File: src/rtl/alu_instr_enc_if.sv
// Request/response bundle for the ALU instruction encoder.
// The slave side is the encoder; the master side drives requests and drains the FIFO.
interface alu_instr_enc_if;
    logic        in_valid;
    logic        in_ready;
    logic [4:0]  alucontrol;
    logic [4:0]  rs;
    logic [4:0]  rt;
    logic [4:0]  rd;
    logic [4:0]  sa;
    logic [15:0] imm;
    logic        out_valid;
    logic        out_ready;
    logic [31:0] instr;
    logic        err;
    logic [15:0] enc_count;
    logic [7:0]  err_count;

    modport slave (
        input  in_valid, alucontrol, rs, rt, rd, sa, imm, out_ready,
        output in_ready, out_valid, instr, err, enc_count, err_count
    );

    modport master (
        output in_valid, alucontrol, rs, rt, rd, sa, imm, out_ready,
        input  in_ready, out_valid, instr, err, enc_count, err_count
    );
endinterface

File: src/rtl/alu_instr_enc.sv
// Inverse of the ALU decoder: turns an alucontrol code plus fields into a MIPS word,
// buffered in a 2-entry FIFO with push/error counters.
module alu_instr_enc (
    input  logic            clk,
    input  logic            rst,
    alu_instr_enc_if.slave  bus
);
    localparam logic [4:0] ALU_DONOTHING = 5'd0;
    localparam logic [4:0] ALU_AND       = 5'd1;
    localparam logic [4:0] ALU_OR        = 5'd2;
    localparam logic [4:0] ALU_XOR       = 5'd3;
    localparam logic [4:0] ALU_NOR       = 5'd4;
    localparam logic [4:0] ALU_SLL       = 5'd5;
    localparam logic [4:0] ALU_SRL       = 5'd6;
    localparam logic [4:0] ALU_SRA       = 5'd7;
    localparam logic [4:0] ALU_SLLV      = 5'd8;
    localparam logic [4:0] ALU_SRLV      = 5'd9;
    localparam logic [4:0] ALU_SRAV      = 5'd10;
    localparam logic [4:0] ALU_ANDI      = 5'd11;
    localparam logic [4:0] ALU_ORI       = 5'd12;
    localparam logic [4:0] ALU_XORI      = 5'd13;
    localparam logic [4:0] ALU_LUI       = 5'd14;

    logic [31:0] enc_instr;
    logic        enc_err;

    logic [1:0]  count;
    logic        wptr;
    logic        rptr;
    logic [31:0] mem_instr [2];
    logic        mem_err   [2];
    logic [15:0] enc_count;
    logic [7:0]  err_count;
    logic        push;
    logic        pop;

    always_comb begin
        enc_instr = 32'h0000_0000;
        enc_err   = 1'b0;
        case (bus.alucontrol)
            ALU_AND:  enc_instr = {6'b000000, bus.rs, bus.rt, bus.rd, 5'b0, 6'b100100};
            ALU_OR:   enc_instr = {6'b000000, bus.rs, bus.rt, bus.rd, 5'b0, 6'b100101};
            ALU_XOR:  enc_instr = {6'b000000, bus.rs, bus.rt, bus.rd, 5'b0, 6'b100110};
            ALU_NOR:  enc_instr = {6'b000000, bus.rs, bus.rt, bus.rd, 5'b0, 6'b100111};
            ALU_SLL:  enc_instr = {6'b000000, 5'b0, bus.rt, bus.rd, bus.sa, 6'b000000};
            ALU_SRL:  enc_instr = {6'b000000, 5'b0, bus.rt, bus.rd, bus.sa, 6'b000010};
            ALU_SRA:  enc_instr = {6'b000000, 5'b0, bus.rt, bus.rd, bus.sa, 6'b000011};
            ALU_SLLV: enc_instr = {6'b000000, bus.rs, bus.rt, bus.rd, 5'b0, 6'b000100};
            ALU_SRLV: enc_instr = {6'b000000, bus.rs, bus.rt, bus.rd, 5'b0, 6'b000110};
            ALU_SRAV: enc_instr = {6'b000000, bus.rs, bus.rt, bus.rd, 5'b0, 6'b000111};
            ALU_ANDI: enc_instr = {6'b001100, bus.rs, bus.rt, bus.imm};
            ALU_ORI:  enc_instr = {6'b001101, bus.rs, bus.rt, bus.imm};
            ALU_XORI: enc_instr = {6'b001110, bus.rs, bus.rt, bus.imm};
            // LUI has no source register; rs is deliberately dropped
            ALU_LUI:  enc_instr = {6'b001111, 5'b0, bus.rt, bus.imm};
            default: begin
                enc_instr = 32'h0000_0000;
                enc_err   = 1'b1;
            end
        endcase
    end

    // Handshake status depends only on registered occupancy
    assign bus.in_ready  = (count < 2'd2);
    assign bus.out_valid = (count != 2'd0);
    assign bus.instr     = bus.out_valid ? mem_instr[rptr] : 32'h0000_0000;
    assign bus.err       = bus.out_valid ? mem_err[rptr]   : 1'b0;
    assign bus.enc_count = enc_count;
    assign bus.err_count = err_count;

    assign push = bus.in_valid && bus.in_ready;
    assign pop  = bus.out_valid && bus.out_ready;

    always_ff @(posedge clk or posedge rst) begin
        if (rst) begin
            count        <= 2'd0;
            wptr         <= 1'b0;
            rptr         <= 1'b0;
            enc_count    <= 16'd0;
            err_count    <= 8'd0;
            mem_instr[0] <= 32'h0000_0000;
            mem_instr[1] <= 32'h0000_0000;
            mem_err[0]   <= 1'b0;
            mem_err[1]   <= 1'b0;
        end else begin
            if (push) begin
                mem_instr[wptr] <= enc_instr;
                mem_err[wptr]   <= enc_err;
                wptr            <= ~wptr;
                enc_count       <= enc_count + 16'd1;
                if (enc_err && (err_count != 8'hFF))
                    err_count <= err_count + 8'd1;
            end
            if (pop)
                rptr <= ~rptr;
            case ({push, pop})
                2'b10:   count <= count + 2'd1;
                2'b01:   count <= count - 2'd1;
                default: count <= count;
            endcase
        end
    end
endmodule

File: src/flat_wrapper.sv
// flat-port wrapper written by rule: the top's interface ports become plain ports
module alu_instr_enc_flat 
  (clk, rst, bus_in_valid, bus_alucontrol, bus_rs, bus_rt, bus_rd, bus_sa, bus_imm, bus_out_ready, bus_in_ready, bus_out_valid, bus_instr, bus_err, bus_enc_count, bus_err_count);
  alu_instr_enc_if bus_i ();
  input  logic clk;
  input  logic rst;
  input wire logic [$bits(bus_i.in_valid)-1:0] bus_in_valid;
  input wire logic [$bits(bus_i.alucontrol)-1:0] bus_alucontrol;
  input wire logic [$bits(bus_i.rs)-1:0] bus_rs;
  input wire logic [$bits(bus_i.rt)-1:0] bus_rt;
  input wire logic [$bits(bus_i.rd)-1:0] bus_rd;
  input wire logic [$bits(bus_i.sa)-1:0] bus_sa;
  input wire logic [$bits(bus_i.imm)-1:0] bus_imm;
  input wire logic [$bits(bus_i.out_ready)-1:0] bus_out_ready;
  output wire logic [$bits(bus_i.in_ready)-1:0] bus_in_ready;
  output wire logic [$bits(bus_i.out_valid)-1:0] bus_out_valid;
  output wire logic [$bits(bus_i.instr)-1:0] bus_instr;
  output wire logic [$bits(bus_i.err)-1:0] bus_err;
  output wire logic [$bits(bus_i.enc_count)-1:0] bus_enc_count;
  output wire logic [$bits(bus_i.err_count)-1:0] bus_err_count;
  assign bus_i.in_valid = bus_in_valid;
  assign bus_i.alucontrol = bus_alucontrol;
  assign bus_i.rs = bus_rs;
  assign bus_i.rt = bus_rt;
  assign bus_i.rd = bus_rd;
  assign bus_i.sa = bus_sa;
  assign bus_i.imm = bus_imm;
  assign bus_i.out_ready = bus_out_ready;
  assign bus_in_ready = bus_i.in_ready;
  assign bus_out_valid = bus_i.out_valid;
  assign bus_instr = bus_i.instr;
  assign bus_err = bus_i.err;
  assign bus_enc_count = bus_i.enc_count;
  assign bus_err_count = bus_i.err_count;
  alu_instr_enc u_core (.clk(clk), .rst(rst), .bus(bus_i));
endmodule
File: config.mk
export PLATFORM = sky130hd
export DESIGN_NAME = alu_instr_enc_flat
export DESIGN_NICKNAME = d
export VERILOG_FILES = /design/src/rtl/alu_instr_enc_if.sv /design/src/rtl/alu_instr_enc.sv /design/src/flat_wrapper.sv
export SDC_FILE = /design/constraint.sdc
export NUM_CORES = 1
export LEC_CHECK = 0
export ABC_AREA = 0
export CELL_PAD_IN_SITES_DETAIL_PLACEMENT = 1
export CELL_PAD_IN_SITES_GLOBAL_PLACEMENT = 1
export CORE_AREA = 2 2 107 109
export CTS_BUF_LIST = sky130_fd_sc_hd__clkbuf_16
export CTS_CLUSTER_DIAMETER = 40
export DETAILED_ROUTE_END_ITERATION = 10
export DIE_AREA = 0 0 109 111
export GPL_ROUTABILITY_DRIVEN = 1
export HOLD_SLACK_MARGIN = 0.05
export PLACE_DENSITY_LB_ADDON = 0.1
export SYNTH_ARGS = -nofsm -noshare
export SYNTH_HDL_FRONTEND = slang
export SYNTH_SLANG_ARGS = --single-unit
File: constraint.sdc
create_clock -name clk -period 8.4 [get_ports clk]
set_clock_uncertainty 0.2 [all_clocks]
set_input_delay 1.68 -clock clk [delete_from_list [all_inputs] [get_ports clk]]
set_output_delay 1.68 -clock clk [all_outputs]
set_load 0.005 [all_outputs]
==> results.py <==
metrics = {
    "run_status": {
        "status": "completed",
    },
    "die": {
        "die_area_um2": 12100,
        "row_count": 39,
        "initial_core_util": 0.400,
        "pin_count": 104,
        "die_w_um": 109,
        "coreArea_um2": 11100,
        "die_height_um": 111,
    },
    "timing": {
        "tightest_slew_ns": 1.06,
        "period_share": 0.505,
        "slew_headroom": 0.295,
        "fmax_ghz": 0.236,
        "drv_slew": 0,
        "min_period_ns": 4.24,
        "rsz0062_at_grt": "false",
        "hold_ws_ns": 0.273,
        "worst_slack_ns": 4.16,
        "finalSetupViolations": 0,
        "hold_viol_final": 0,
        "tns_ns": 0,
    },
    "cts": {
        "cts_tree": "done",
        "clkTransAtPathRegs_ns": 0.06,
        "clk_path_buf_depth": 2,
        "root_buffer": "clkbuf_16",
        "h-tree-depth": 3,
        "clock_latency_ns": 0.33,
        "cts_setup_buffers": 0,
        "ctsResizeCount": 0,
        "hold_buffers": 0,
        "cts.sinks": 88,
        "cts_buffers": 9,
    },
    "setup_path": {
        "critPathCaptureType": "output port",
        "slowest_delay_ns": 1.02,
        "crit_fanout": 31,
        "required_ns": 6.52,
        "crit_chain": "mux2i_1 > nor2_1 > clkdlybuf4s50_1",
        "worst_path_max_delay_cell": "dfrtp_2",
        "critical_path_class": "reg -> out",
        "start_kind": "register",
        "arrival_ns": 2.36,
    },
    "global_routing": {
        "grt_pass1_vias": 3727,
        "grt_max_degree": 82,
        "antenna_found_initial": 0,
        "grt.overflow.total": 0,
        "grt_usage": 0.197,
        "grt_pass1_wl_mm": 18.7,
    },
    "logic_synthesis": {
        "synth_cells": 462,
        "synth_edf_count": 0,
        "async_flop_share": 1.00,
        "ys_ff_latch": 88,
        "yosysSeqAreaShare": 0.497,
        "syn-cell-area_um2": 4430,
        "ys_types": 51,
        "ys_warn_count": 0,
        "synthFlopType": "dfrtp_1",
        "syn_avg_cell_area_um2": 9.59,
    },
    "final_layout": {
        "final_cells": 691,
        "antenna_cells": 0,
        "final_common_cell": "clkdlybuf4s50_1",
        "nNetsFinal": 592,
        "drive_gt1_frac": 0.0657,
        "final_cell_mix": "clkdlybuf4s50_1 (101), dfrtp_1 (87), nand2_1 (82)",
        "final_util": 0.518,
        "syn_to_final_growth_pct": 29.6,
        "design_area_um2": 5740,
    },
    "route": {
        "viasPerCell": 5.20,
        "routed-wl-met2_mm": 5.41,
        "wl_met3_um": 431,
        "drc": 0,
        "via_count": 3591,
        "ant_nets": 0,
        "wirelength_mm": 11.2,
        "first_pass_iters": 4,
        "wire_per_inst_um": 16.1,
        "top_layer": "met4",
        "wl_met1_mm": 5.17,
        "drtIter0Drc": 117,
    },
    "power_and_ir_drop": {
        "p_per_area_nw_per_um2": 298,
        "comb_power_share": 0.382,
        "sw_frac_of_total": 0.347,
        "p_leak_nw": 2.49,
        "p_clk_frac": 0.204,
        "power_frac_seq": 0.414,
        "vdd_drop_max_uv": 125,
        "power_mw": 1.71,
        "p_int_mw": 1.12,
        "p_sw_mw": 0.595,
    },
    "place": {
        "place_ws_ns": 4.05,
        "dp_hpwl_mm": 7.56,
        "placed_area_um2": 5490,
        "gp_congestion": 0.722,
        "port_buffers": 101,
        "placedCellCount": 676,
    },
    "run": {
        "drv_cap": 0,
    },
    "min_path": {
        "hp-class": "reg -> reg",
    },
}
[synth_stat cells, types with 2 or more instances]
| cell type | n | area, um2 |
|---|---|---|
| a211oi_2 | 2 | 25.0 |
| mux2_1 | 2 | 22.5 |
| nand3_1 | 11 | 55.1 |
| and2_1 | 4 | 25.0 |
| xnor2_1 | 17 | 149 |
| a22oi_2 | 5 | 62.6 |
| nor4_4 | 2 | 42.5 |
| xor2_1 | 7 | 61.3 |
| inv_1 | 8 | 30.0 |
| o21bai_1 | 2 | 15.0 |
| nor3_1 | 2 | 10.0 |
| dfrtp_1 | 88 | 2200 |
| buf_2 | 10 | 50.1 |
| ha_1 | 3 | 37.5 |
| a21oi_1 | 13 | 65.1 |
| o41ai_1 | 2 | 17.5 |
| o21ai_1 | 2 | 10.0 |
| buf_4 | 5 | 37.5 |
| and3_1 | 2 | 12.5 |
| nand3b_1 | 3 | 22.5 |
| a22oi_1 | 5 | 37.5 |
| and4_1 | 3 | 26.3 |
| nor2_1 | 51 | 191 |
| mux2i_1 | 30 | 300 |
| clkbuf_1 | 18 | 67.6 |
| o21ai_0 | 43 | 215 |
| nor2b_1 | 3 | 18.8 |
| nand2_1 | 82 | 308 |
| o31ai_1 | 6 | 45.0 |
| nor3_2 | 2 | 20.0 |
| nand4_1 | 9 | 56.3 |
[metal layers]
layer  GRT usage  vias up
met5           0        -
met4      0.0735        0
met3      0.0306       11
met2       0.314       72
met1       0.269     1771
li1            -     1737
[power groups by stage]
stage | Clock, mW | Combinational, mW | Sequential (mW)
finish | 0.349 | 0.654 | 0.710
detailed placement | 0 | 0.662 | 0.718
global placement | 0 | 0.642 | 0.708
CTS | 0.360 | 0.667 | 0.713
floorplan | 0 | 0.393 | 0.650
global route | 0.376 | 0.744 | 0.733
[cell type report]
class	count	area, um2
Clock buffer	9	225
Clock inverter	6	28.8
Fill cell	1247	5340
Inverter	8	31.3
Multi-Input combinational cell	333	2040
Sequential cell	88	2200
Tap cell	143	179
Timing Repair Buffer	104	1030
[final timing paths]
kind                       slack [ns]                startpoint  depth (start not counted)                  endpoint
max                              4.16               u_core.rptr                          3             bus_instr[28]
min                              0.27  u_core.bus.enc_count[15]                          1  u_core.bus.enc_count[15]
max reg2reg                      5.91           u_core.count[1]                          3      u_core.mem_instr[58]
min reg2reg                      0.27  u_core.bus.enc_count[15]                          1  u_core.bus.enc_count[15]
max in group asynchronous        5.36                       rst                          3               u_core.rptr
min in group asynchronous        1.34                       rst                          2   u_core.bus.enc_count[9]
[critical path: cells and delay by family, from the launching register on]
kind | cells | cell delay, ns
buf+inv | 1 | 0.56
mux | 1 | 0.17
flops | 1 | 1.02
simple gates | 1 | 0.26
[flip-flops by register name, indices dropped and copies added (netlist names)]
register / cells
u_core.bus.err_count: 8
u_core.mem_instr: 58
u_core.wptr: 1
u_core.bus.enc_count: 16
u_core.mem_err: 2
u_core.count: 2
u_core.rptr: 1
[logic make-up after synthesis]
family          count (synthesis)  share of synthesized area
buf+inv                        42                     0.0444
flops                          88                      0.497
other cells                     1                   0.000847
mux                            33                     0.0754
xor+xnor                       24                     0.0475
simple gates                  182                      0.194
compound gates                 88                      0.130
fa+ha+maj                       4                     0.0107
Note: power is estimated with default switching activity, not from simulation.
